File: src/rtl/if_stage.sv
// Instruction-fetch stage: PC register, imem request handshake, one-entry
// fetch buffer for fetches that land while the pipe is stalled, IF/ID register.
module if_stage #(
    parameter logic [31:0] RESET_PC  = 32'h0000_0000,
    parameter logic [31:0] NOP_INSTR = 32'h0000_0000
) (
    input  logic        clk_i,
    input  logic        rst_i,
    input  logic        pc_stall_i,
    input  logic        ifid_stall_i,
    input  logic        flush_i,
    input  logic [31:0] redirect_pc_i,
    output logic        imem_req_o,
    output logic [31:0] imem_addr_o,
    input  logic        imem_ready_i,
    input  logic [31:0] imem_data_i,
    output logic [31:0] ifid_pc4_o,
    output logic [31:0] ifid_instr_o,
    output logic        ifid_valid_o,
    output logic [4:0]  ifid_rs_o,
    output logic [4:0]  ifid_rt_o
);

    typedef enum logic [1:0] {IDLE, FETCH, BUF} state_t;

    typedef struct packed {
        logic [31:0] pc4;
        logic [31:0] instr;
        logic        valid;
    } ifid_t;

    typedef struct packed {
        logic [31:0] instr;
        logic [31:0] pc4;
    } fbuf_t;

    localparam ifid_t BUBBLE = '{pc4: 32'h0, instr: NOP_INSTR, valid: 1'b0};

    state_t      state_q, state_d;
    logic [31:0] pc_q, pc_d;
    ifid_t       ifid_q, ifid_d;
    fbuf_t       buf_q, buf_d;
    logic        stall;
    logic [31:0] pc4;

    assign stall = pc_stall_i | ifid_stall_i;
    assign pc4   = pc_q + 32'd4;

    always_comb begin
        state_d = state_q;
        pc_d    = pc_q;
        ifid_d  = ifid_q;
        buf_d   = buf_q;
        if (flush_i) begin
            // Any fetch completing this cycle belongs to the squashed path.
            pc_d    = redirect_pc_i & ~32'd3;
            ifid_d  = BUBBLE;
            buf_d   = '0;
            state_d = FETCH;
        end else begin
            unique case (state_q)
                IDLE: state_d = FETCH;
                FETCH: begin
                    if (imem_ready_i && !stall) begin
                        ifid_d = '{pc4: pc4, instr: imem_data_i, valid: 1'b1};
                        pc_d   = pc4;
                    end else if (imem_ready_i) begin
                        // Park the word so the downstream stall costs no refetch.
                        buf_d   = '{instr: imem_data_i, pc4: pc4};
                        pc_d    = pc4;
                        state_d = BUF;
                    end else if (!stall) begin
                        ifid_d = BUBBLE;
                    end
                end
                BUF: begin
                    if (!stall) begin
                        ifid_d  = '{pc4: buf_q.pc4, instr: buf_q.instr, valid: 1'b1};
                        state_d = FETCH;
                    end
                end
                default: state_d = IDLE;
            endcase
        end
    end

    always_ff @(posedge clk_i or negedge rst_i) begin
        if (!rst_i) begin
            state_q <= IDLE;
            pc_q    <= RESET_PC;
            ifid_q  <= BUBBLE;
            buf_q   <= '0;
        end else begin
            state_q <= state_d;
            pc_q    <= pc_d;
            ifid_q  <= ifid_d;
            buf_q   <= buf_d;
        end
    end

    assign imem_req_o   = (state_q == FETCH);
    assign imem_addr_o  = pc_q;
    assign ifid_pc4_o   = ifid_q.pc4;
    assign ifid_instr_o = ifid_q.instr;
    assign ifid_valid_o = ifid_q.valid;
    assign ifid_rs_o    = ifid_q.instr[25:21];
    assign ifid_rt_o    = ifid_q.instr[20:16];

endmodule
File: config.mk
export PLATFORM = sky130hd
export DESIGN_NAME = if_stage
export DESIGN_NICKNAME = d
export VERILOG_FILES = /design/src/rtl/if_stage.sv
export SDC_FILE = /design/constraint.sdc
export NUM_CORES = 1
export LEC_CHECK = 0
export CAP_MARGIN = 20
export CORE_ASPECT_RATIO = 1.25
export CORE_MARGIN = 1
export CORE_UTILIZATION = 40
export DETAILED_ROUTE_END_ITERATION = 16
export DONT_BUFFER_PORTS = 1
export SYNTH_ARGS = -nofsm -noshare
export SYNTH_HDL_FRONTEND = slang
export SYNTH_SLANG_ARGS = --single-unit
File: constraint.sdc
create_clock -name clk_i -period 4.3 [get_ports clk_i]
set_input_delay 0.86 -clock clk_i [delete_from_list [all_inputs] [get_ports clk_i]]
set_output_delay 0.86 -clock clk_i [all_outputs]
set_load 0.005 [all_outputs]
* Yosys cells after proc, flatten, opt, wreduce, memory -nomap -nowiden
Index checks and enable logic that the tools add are counted.
** Word-level totals
- RAM bits :: 0
- Memories kept :: 0
- Bits of input ports :: 70
- Memory bits (read-only) :: 0
- Flip-flop bits (word level) :: 163
- Latch bits :: 0
** Operators by class
- Add/subtract/negate cells :: 1
- Divide/modulo/power cells :: 0
- Bitwise gates (word level) :: 1
- Magnitude comparators :: 0
- Shifts and indexed selects :: 0
- Mux-type cells :: 19
- Multipliers :: 0
- Reductions and logical operators :: 11
- Equality and inequality tests :: 8
** Operators by type and width (number)
- 2-to-1 mux 65 bit :: 5
- 2-to-1 mux 64 bit :: 4
- case mux 65 bit (2 select lines) :: 1
- 2-to-1 mux 32 bit :: 4
- adder 32 x 3 -> 32 bit (second input constant) :: 1
- 2-to-1 mux 2 bit :: 4
- inequality test 4 x 3 -> 1 bit (second input constant) :: 2
- inequality test 3 bit (second input constant) :: 2
- case mux 2 bit (3 select lines) :: 1
- AND reduction 3 bit :: 2
- nonzero test 3 bit :: 2
- AND reduction 4 bit :: 1
- nonzero test 2 bit :: 2
- inequality test 3 x 2 -> 1 bit (second input constant) :: 1
- equality test 2 x 1 -> 1 bit (second input constant) :: 1
- equality test 2 bit (second input constant) :: 1
- zero test 2 bit :: 1
- inequality test 2 bit (second input constant) :: 1
- AND reduction 2 bit :: 1
- logical AND 1 bit :: 1
- zero test 1 bit :: 1
- OR 1 bit :: 1

* Logic depth before layout (Yosys ltp)
- Word-level depth :: 6
- Mapped depth :: 7
- Depth with buffers taken out :: 6

* Worst setup path before layout
OpenSTA, ideal clock, no wires.
- Path kind :: input port to flip-flop
- From :: input ifid_stall_i
- To :: register buf_q[42] in the netlist's numbering
- Arrival time :: 2.069 ns
- Cell stages on the path :: 5
- Buffers on the path :: 2
- Library setup time :: 0.065 ns
- Path slack :: 2.165 ns
- Cells stage by stage :: or2_1 clkbuf_1 a21oi_1 clkbuf_1 a22o_1
** On the way
- Longest elaborated chain between the ends :: 5
** Ends and longest elaborated chain
- start: declaration :: line 10 : input logic ifid_stall_i,
- OR 1 bit :: line 46 : assign stall = pc_stall_i | ifid_stall_i;
- zero test 1 bit
- logical AND 1 bit :: line 64 : if (imem_ready_i && !stall) begin
- inequality test 2 bit (no source line)
- AND reduction 3 bit (no source line)
- end signal: assignment :: line 97 : buf_q <= buf_d;
- end: declaration :: line 42 : fbuf_t buf_q, buf_d;
No other way between the ends.
A chain may end at the register's enable or synchronous reset.

* Worst setup path in the final report
- From :: register state_q[0]
- To :: register ifid_q, in the netlist ifid_pc4_o[11]
** On the way
- Longest elaborated chain between the ends :: 3
** Ends and longest elaborated chain
- start: declaration :: line 39 : state_t state_q, state_d;
- start signal: assignment :: line 94 : state_q <= state_d;
- equality test 2 x 1 -> 1 bit or equality test 2 bit (tied branches) :: line 61 : unique case (state_q)
- inequality test 4 x 3 -> 1 bit (no source line) (tied with other cells)
- AND reduction 4 bit (no source line) or 2-to-1 mux 65 bit (tied branches)
- end signal: assignment :: line 96 : ifid_q <= ifid_d;
- end: declaration :: line 41 : ifid_t ifid_q, ifid_d;
Several ways; a longest one is shown, not always the timed one.

==> reports/metrics.yaml <==
synthesis:
  syn_avg_cell_area_um2: 10.02
  synth-adder-area-share_pct: 0.1705
  synthSimpleGateAreaFrac_pct: 14.72
  yosysSeqAreaShare_pct: 54.23
  syn_inst: 732
  synth_compound_area_share_pct: 19.32
  yosys_warnings: 0
  syn_area_mm2: 0.007337
  synth-xor-area-share_pct: 6.685
  synthMuxAreaShare_pct: 0.1364
  synth_top_family_by_area: "compound AO/OA/AOI/OAI gates"
  ys_ff_latch: 159
  synth_cell_types: 41
layout:
  layout.nets: 766
  final_layout_size_suffix_gt1_share_pct: 8.051
  fin_util_pct: 44.49
  diodes: 0
  synthToLayoutAreaGrowth_pct: 9.328
power:
  p_sw_share_pct: 25.77
  power_switching_mw: 0.8973
  powerDensity_mw_per_mm2: 434.0
  p_total_mw: 3.481
  p_clk_share_pct: 45.1
  internal_power_mw: 2.584
  power_frac_seq_pct: 48.3
  pwr-share-comb_pct: 6.7
  peakVddDrop_v: 0.0002571
  p_leak_nw: 3.326
die:
  dieArea_mm2: 0.01889
  core_mm2: 0.01803
  initial_core_util_pct: 40.69
  die_w_um: 123.1
  rows: 55
  io_pins: 178
  die_y_um: 153.4
clock_network:
  cts-htree-levels: 4
  cts_setup_buffers: 0
  cts_resized: 0
  cts_buffer_depth: 2
  cts_root_buffer: "clkbuf_16"
  cts_tree: "done"
  cts.sinks: 159
  clk_latency_ns: 0.43
  cts_made_buffers: 17
  clkTransAtPathRegs_ns: 0.06
  ctsHoldBuffers: 0
worst_setup_path:
  cp_slowest_stage_delay_ns: 0.79
  cp_slowest_cell: "a21oi_4"
  reg2reg_depth: 6
  path_cells: "nand2b_1 > nand2b_1 > a21oi_4 > buf_4 > a22oi_1 > o21ai_0"
  worstReg2RegStart: "state_q[0]"
  critPathKind: "flop to flop"
  regToRegSetupSlack_ns: 1.65
  cp_max_fo: 34
  r2r-end: "ifid_pc4_o[11]"
  startpoint_type: "flop"
  critical_path.most_common_cell: "nand2b_1"
  end_kind: "flop"
  required_ns: 4.63
  cp.arrival_ns: 2.97
route:
  drc_errors: 0
  vias: 5468
  first_iter_violations: 311
  wire_per_inst_um: 20.44
  totalWireLength_mm: 19.13
  ant_nets: 0
  vias_per_cell: 5.842
  first_pass_iters: 5
global_routing:
  grt_usage_pct: 20.84
  grt_pass1_vias: 5430
  grt_max_degree: 160
  grt_pass1_wl_mm: 29.93
  gr-total-overflow: 0
  antenna_found_initial: 0
flow_run:
  drv_cap: 0
timing:
  fin_crit_ns: 2.648
  tns_ns: 0
  rsz0062_at_grt: "false"
  max_freq_ghz: 0.3777
  hold_violations: 0
  period_share_pct: 61.58
  relSlewSlack_pct: 35.35
  slew_violations: 0
  final.setup_skew_ns: 0.01293
  worstMarginPinSlew_ns: 0.9676
  finalSetupViolations: 0
outcome:
  status: "completed"
placement:
  port_buffers: 0
  gp_congestion: 0.8488
  hpwlAfterDp_mm: 12.51
worst_hold_path:
  hold_path_class: "primary input to async pin"
metrics by stage:
stage                     cells  hold WS [ns]  area, um^2  setup slack [ns]
after detailed placement    903        0.4713        7387             1.591
after floorplan             733        0.4502        7341             2.165
after global routing        936        0.1050        8021             1.412
after global placement      903        0.4632        7387             1.662
after CTS                   935        0.1113        7994             1.608
final                       936        0.1293        8021             1.652
sequential cells by signal, summed over array words and instances (netlist names):
name	flops
buf_q	63
ifid_instr_o	32
ifid_pc4_o	31
imem_addr_o	30
state_q	2
ifid_valid_o	1
how the worst max path moves through the flow:
stage,from,end,slack [ns]
6_report,state_q[0],ifid_pc4_o[11],1.65
5_1_grt,state_q[0],ifid_pc4_o[24],1.41
2_1_floorplan,ifid_stall_i,buf_q[42],2.17
4_1_cts,state_q[0],ifid_pc4_o[11],1.61
3_5_place_dp,ifid_stall_i,ifid_pc4_o[24],1.59
3_3_place_gp,ifid_stall_i,ifid_pc4_o[24],1.66
per-layer routing:
layer	global-route usage (%)	wire, um	vias to the layer above
li1	-	-	2521
met1	24.02	7429	2701
met2	35.12	9631	224
met3	7.985	1787	22
met4	6.598	285	0
met5	0	0	-
power groups by stage:
stage	logic (mW)	registers, mW	clock network (mW)
global route	0.262	1.69	1.67
detailed placement	0.231	1.71	0
floorplan	0.207	1.66	0
global placement	0.226	1.70	0
CTS	0.233	1.68	1.60
finish	0.233	1.68	1.57
worst max-delay path, delay by kind of cell, from the launching register on:
| kind | cells | cell delay [ns] |
|---|---|---|
| AO/OA/AOI/OAI | 3 | 1.05 |
| buffers and inverters | 1 | 0.49 |
| flip-flops | 1 | 0.58 |
| AND/OR/NAND/NOR | 2 | 0.43 |
layout by cell type (no fill, tap or decap), types with 19 or more instances in the layout:
master   instances
o21ai_0        122
nand4_1         19
nand2_1        120
a22oi_1         60
xor2_1          39
dfrtp_1        159
a22o_1          34
cells in the mapped netlist:
master | n | area share, %
a211oi_1 | 1 | 0.10
a21oi_1 | 8 | 0.55
a22o_1 | 34 | 4.1
a22oi_1 | 60 | 6.1
a31oi_1 | 1 | 0.085
and2_1 | 3 | 0.26
and2b_1 | 1 | 0.10
and3_1 | 6 | 0.51
and4_1 | 4 | 0.48
buf_2 | 20 | 1.4
buf_4 | 13 | 1.3
buf_6 | 1 | 0.15
clkbuf_1 | 32 | 1.6
conb_1 | 1 | 0.051
dfrtp_1 | 159 | 54
ha_1 | 1 | 0.17
inv_1 | 4 | 0.20
mux2i_1 | 1 | 0.14
nand2_1 | 120 | 6.1
nand2b_1 | 3 | 0.26
nand3_1 | 17 | 1.2
nand3b_4 | 1 | 0.27
nand4_1 | 19 | 1.6
nand4_2 | 2 | 0.34
nand4_4 | 1 | 0.29
nor2_1 | 17 | 0.87
nor2_4 | 1 | 0.15
nor2b_1 | 2 | 0.17
nor3_1 | 6 | 0.41
nor3_2 | 2 | 0.27
nor3_4 | 1 | 0.22
nor3b_2 | 1 | 0.17
nor4_1 | 5 | 0.43
nor4_2 | 2 | 0.34
o21ai_0 | 122 | 8.3
o21ai_1 | 1 | 0.068
or2_1 | 1 | 0.085
or2_2 | 1 | 0.085
or3_1 | 1 | 0.085
xnor2_1 | 17 | 2.0
xor2_1 | 39 | 4.7
cell families (layout without fill, tap and decap cells):
kind of cell / count (synthesis) / in the layout
AND/OR/NAND/NOR: 217 / 217
adder cells (fa/ha/maj): 1 / 1
flip-flops: 159 / 159
buffers and inverters: 70 / 45
XOR/XNOR: 56 / 56
other: 1 / 2
multiplexers: 1 / 1
AO/OA/AOI/OAI: 227 / 227
cell type report:
class                           instances  area [um^2]
Clock buffer                           17        425.4
Clock inverter                         15        181.4
Fill cell                            1739        10010
Inverter                                4        15.01
Multi-Input combinational cell        504         3048
Sequential cell                       159         3979
Tap cell                              228        285.3
Timing Repair Buffer                    9        87.58
Power figures use the tool's default switching activity.
==> RTL edit 1 (same flow settings) <==
The 3 states of `state_t` get a one-hot encoding in 3 bits.
--- a/src/rtl/if_stage.sv
+++ b/src/rtl/if_stage.sv
@@ -22,5 +22,5 @@
 );
 
-    typedef enum logic [1:0] {IDLE, FETCH, BUF} state_t;
+    typedef enum logic [2:0] {IDLE = 3'b001, FETCH = 3'b010, BUF = 3'b100} state_t;
 
     typedef struct packed {
Check against the original RTL: same outputs for any inputs over 4 cycles, from zero or initial values and one cycle with rst_i low; so few cycles prove little.
==> RTL edit 1 against the unedited design <==
- sequential cell count increased by 1
- routed wire length fell by 3.1%
- sequential power increased by 4%
- setup slack worse by 0.041 ns
- design area up 1.7%
- total power rose by 6.5%
- global-route usage is 0.97 points lower
- synthesized area up 2.3%
==> RTL edit 1: results (changes against the unedited design) <==
wire length per cell after detailed routing 18.4 um (-9.8%); Global Route met3 Usage 6.29% (-1.7 points); power density relative to cell area 455 nW/um2 (+4.7%); share of post-route cells with drive strength above 1 7.71% (-0.34 points); HPWL reported at the end of detailed placement 11.9 mm (-5.2%); via count of the first global-routing pass 5461 (+0.57%); final design instance area without fill 8160 um2 (+1.7%); last weighted congestion value of the routability-driven placer 0.749 (-12%); run status complete, no violations; area of the core 18200 um2 (+1.1%); depth of the most critical reg-to-reg path 5 (-1); flip-flop and latch count after synthesis 160 (+0.63%); filler cell count in the final layout 1785 (+2.6%); wire length of the first global-routing pass 30.2 mm (+0.97%); data arrival time of the critical path 2.94 ns (-0.03 ns); synthesized area divided by synthesized cell count 9.29 um2 (-7.3%); Net count, final 836 (+9.1%); minimum setup slack among reg-to-reg paths 1.61 ns (-0.04 ns); post-synthesis sequential area ratio 53.4% (-0.86 points); reg2reg start state_q[2]$_DFFE_PN0P_; post-route worst hold slack 0.139 ns (+0.00970 ns); violation count after the first detailed-routing iteration 316 (+1.6%); Net Sw Frac 28.5% (+2.7 points); delay of the slowest cell on the worst path 0.77 ns (-0.02 ns); sequential share of power 47.3% (-1.0 points); clock skew 0.0102 ns (-0.00271 ns); maximum vdd drop 0.000250 V (-2.8%); grt met2 use 33.2% (-1.9 points); Cell Count Post-Placement 974 (+7.9%); Top Family by Delay on Critical Path simple AND/OR/NAND/NOR gates; fraction of area in multi-input gates 39.2% (+1.2 points); non-clk buf share 0.828% (-0.26 points); met2 wire length 9.13 mm (-5.2%); worst reg2reg endpoint ifid_pc4_o[25]$_DFFE_PN0P_; total met3 wirelength after detailed routing 1.27 mm (-29%); count of cell types in the netlist 44 (+7.3%); largest net degree at the start of global routing 161 (+0.63%); vias per std cell 5.48 (-6.2%); cell area after placement 7560 um2 (+2.4%); clock buffer count 18 (+1); main area contributors after synthesis dfrtp_1 53%, nand2_1 8.7%, o21ai_0 7.5%; pre-CTS setup slack 1.33 ns (-0.259 ns); flip-flop and latch share of the layout cell area 49.1% (-0.49 points); Worst Max-Slew Pin Slew 1.01 ns (+0.0397 ns); ClkCell Share 7.26% (-0.31 points); M1 GR Usage 24.1% (+0.12 points); critical-path cell with the highest stage delay nand2b_1; total wire length after detailed routing 18.5 mm (-3.1%)
[RTL edit 1: kinds of logic after synthesis]
| family | share of synthesized area (%) |
|---|---|
| compound gates | 17.2 |
| xor+xnor | 6.89 |
| fa+ha+maj | 0.167 |
| buf+inv | 4.60 |
| flops | 53.4 |
| mux | 0.283 |
| other cells | 0.0500 |
| simple gates | 17.5 |
[RTL edit 1: how the worst max path moves through the flow]
stage,from,end,slack (ns),cells after the start
detailed placement,ifid_stall_i,ifid_pc4_o[13]$_DFFE_PN0P_,1.33,5
floorplan,ifid_stall_i,ifid_pc4_o[21]$_DFFE_PN0P_,2.06,5
finish,state_q[2]$_DFFE_PN0P_,ifid_pc4_o[25]$_DFFE_PN0P_,1.61,5
global placement,ifid_stall_i,ifid_pc4_o[29]$_DFFE_PN0P_,1.37,5
CTS,state_q[2]$_DFFE_PN0P_,ifid_pc4_o[17]$_DFFE_PN0P_,1.58,5
global route,state_q[2]$_DFFE_PN0P_,ifid_pc4_o[10]$_DFFE_PN0P_,1.41,5
==> RTL edit 2 (same flow settings) <==
Without the edit above. Reset style: synchronous (`rst_i`), changed in one clocked block.
--- a/src/rtl/if_stage.sv
+++ b/src/rtl/if_stage.sv
@@ -85,5 +85,5 @@
     end
 
-    always_ff @(posedge clk_i or negedge rst_i) begin
+    always_ff @(posedge clk_i) begin
         if (!rst_i) begin
             state_q <= IDLE;
Check against the original RTL: differs if rst_i is asserted again (counterexample within 4 cycles, from zero or initial values and one cycle with rst_i low); with rst_i held inactive, the same outputs for 4 cycles.
==> RTL edit 2 against the unedited design <==
- hold slack better by 0.33 ns
- total power is 5.6% lower
- sequential power is 7% lower
- synthesized area is 1.9% lower
- routed wire length is 0.95% lower
- largest cell class is now multi-input combinational cells
- design area is 3.1% lower
- setup slack worse by 0.047 ns
- sequential cell count is 2 lower
- count of clock-buffer cells in the layout is 4 higher
==> RTL edit 2: results (changes against the unedited design) <==
main area contributors after synthesis dfxtp_1 44%, a21oi_1 6.7%, nand2_1 5.4%; depth of the most critical reg-to-reg path 5 (-1); critical-path cell with the highest stage delay o21a_2; reported sequential group power 1.57 mW (-7%); worst min-delay path class reg -> reg; data arrival time of the critical path 3.03 ns (+0.06 ns); met2 wire length 9.24 mm (-4.1%); Hold Path Origin buf_q[63]$_SDFFE_PP0P_; run status complete, no violations; multi-input combinational cell count 632 (+25%); global-route usage over all layers 21.1% (+0.25 points); leading cell types by count after synthesis 157 x dfxtp_1, 104 x nand2_1, 97 x a21oi_1; Net count, final 896 (+17%); last weighted congestion value of the routability-driven placer 0.826 (-2.6%); post-synthesis sequential area ratio 43.7% (-11 points); wire length of the first global-routing pass 30.5 mm (+1.8%); largest net degree at the start of global routing 60 (-63%); total wire length after detailed routing 19.0 mm (-0.95%); vias per std cell 5.65 (-3.2%); length of routed wiring on met1 7.96 mm (+7.2%); ClkCell Share 7.54% (-0.029 points); shortest period the worst path allows 2.69 ns (+0.0465 ns); violation count after the first detailed-routing iteration 510 (+64%); power consumed by the clock network 1.49 mW (-5%); pre-CTS setup slack 1.36 ns (-0.230 ns); fraction of area in multi-input gates 47.0% (+9.0 points); reg2reg start state_q[0]$_SDFFE_PN0P_; maximum vdd drop 0.000222 V (-14%); crit path to ifid_instr_o[20]$_SDFFE_PP0P_; Synth async-reset ratio 0% (-100 points); Slew headroom 28.8% (-6.5 points); flip-flop count of the largest register, all copies and words added 62 (-1.6%); minimum setup slack among reg-to-reg paths 1.61 ns (-0.05 ns); FFs & Latches 157 (-1.3%); HPWL reported at the end of detailed placement 12.6 mm (+0.40%); share of post-route cells with drive strength above 1 8.00% (-0.056 points); non-clk buf share 1.26% (+0.16 points); delay of the slowest cell on the worst path 0.96 ns (+0.17 ns); via count of the first global-routing pass 5622 (+3.5%); total met3 wirelength after detailed routing 1.53 mm (-14%)
==> RTL edit 2: metrics by stage <==
stage	cell area [um2]	hold slack (ns)	utilization, %	cells
2_1_floorplan	7210	0.436	-	885
3_3_place_gp	7180	0.441	41.1	1030
3_5_place_dp	7180	0.446	41.1	1030
4_1_cts	7770	0.455	44.4	1062
5_1_grt	7770	0.473	44.4	1062
6_report	7770	0.455	44.4	1062
==> RTL edit 2: cells by family after synthesis <==
kind of cell	after synthesis	share of synthesized area [%]
AOI/OAI and AO/OA	262	22.3
xor gates and xnor gates	52	6.33
adders and majority gates	1	0.174
buffers and inverters	96	6.28
DFF	157	43.7
other	1	0.0521
and+or+nand+nor	313	21.2
==> RTL edit 2: metal layers <==
metal,vias to the layer above,track usage [%]
met2,181,34.3
met5,-,0
met4,0,7.05
met3,18,7.09
li1,3005,-
met1,2801,25.7
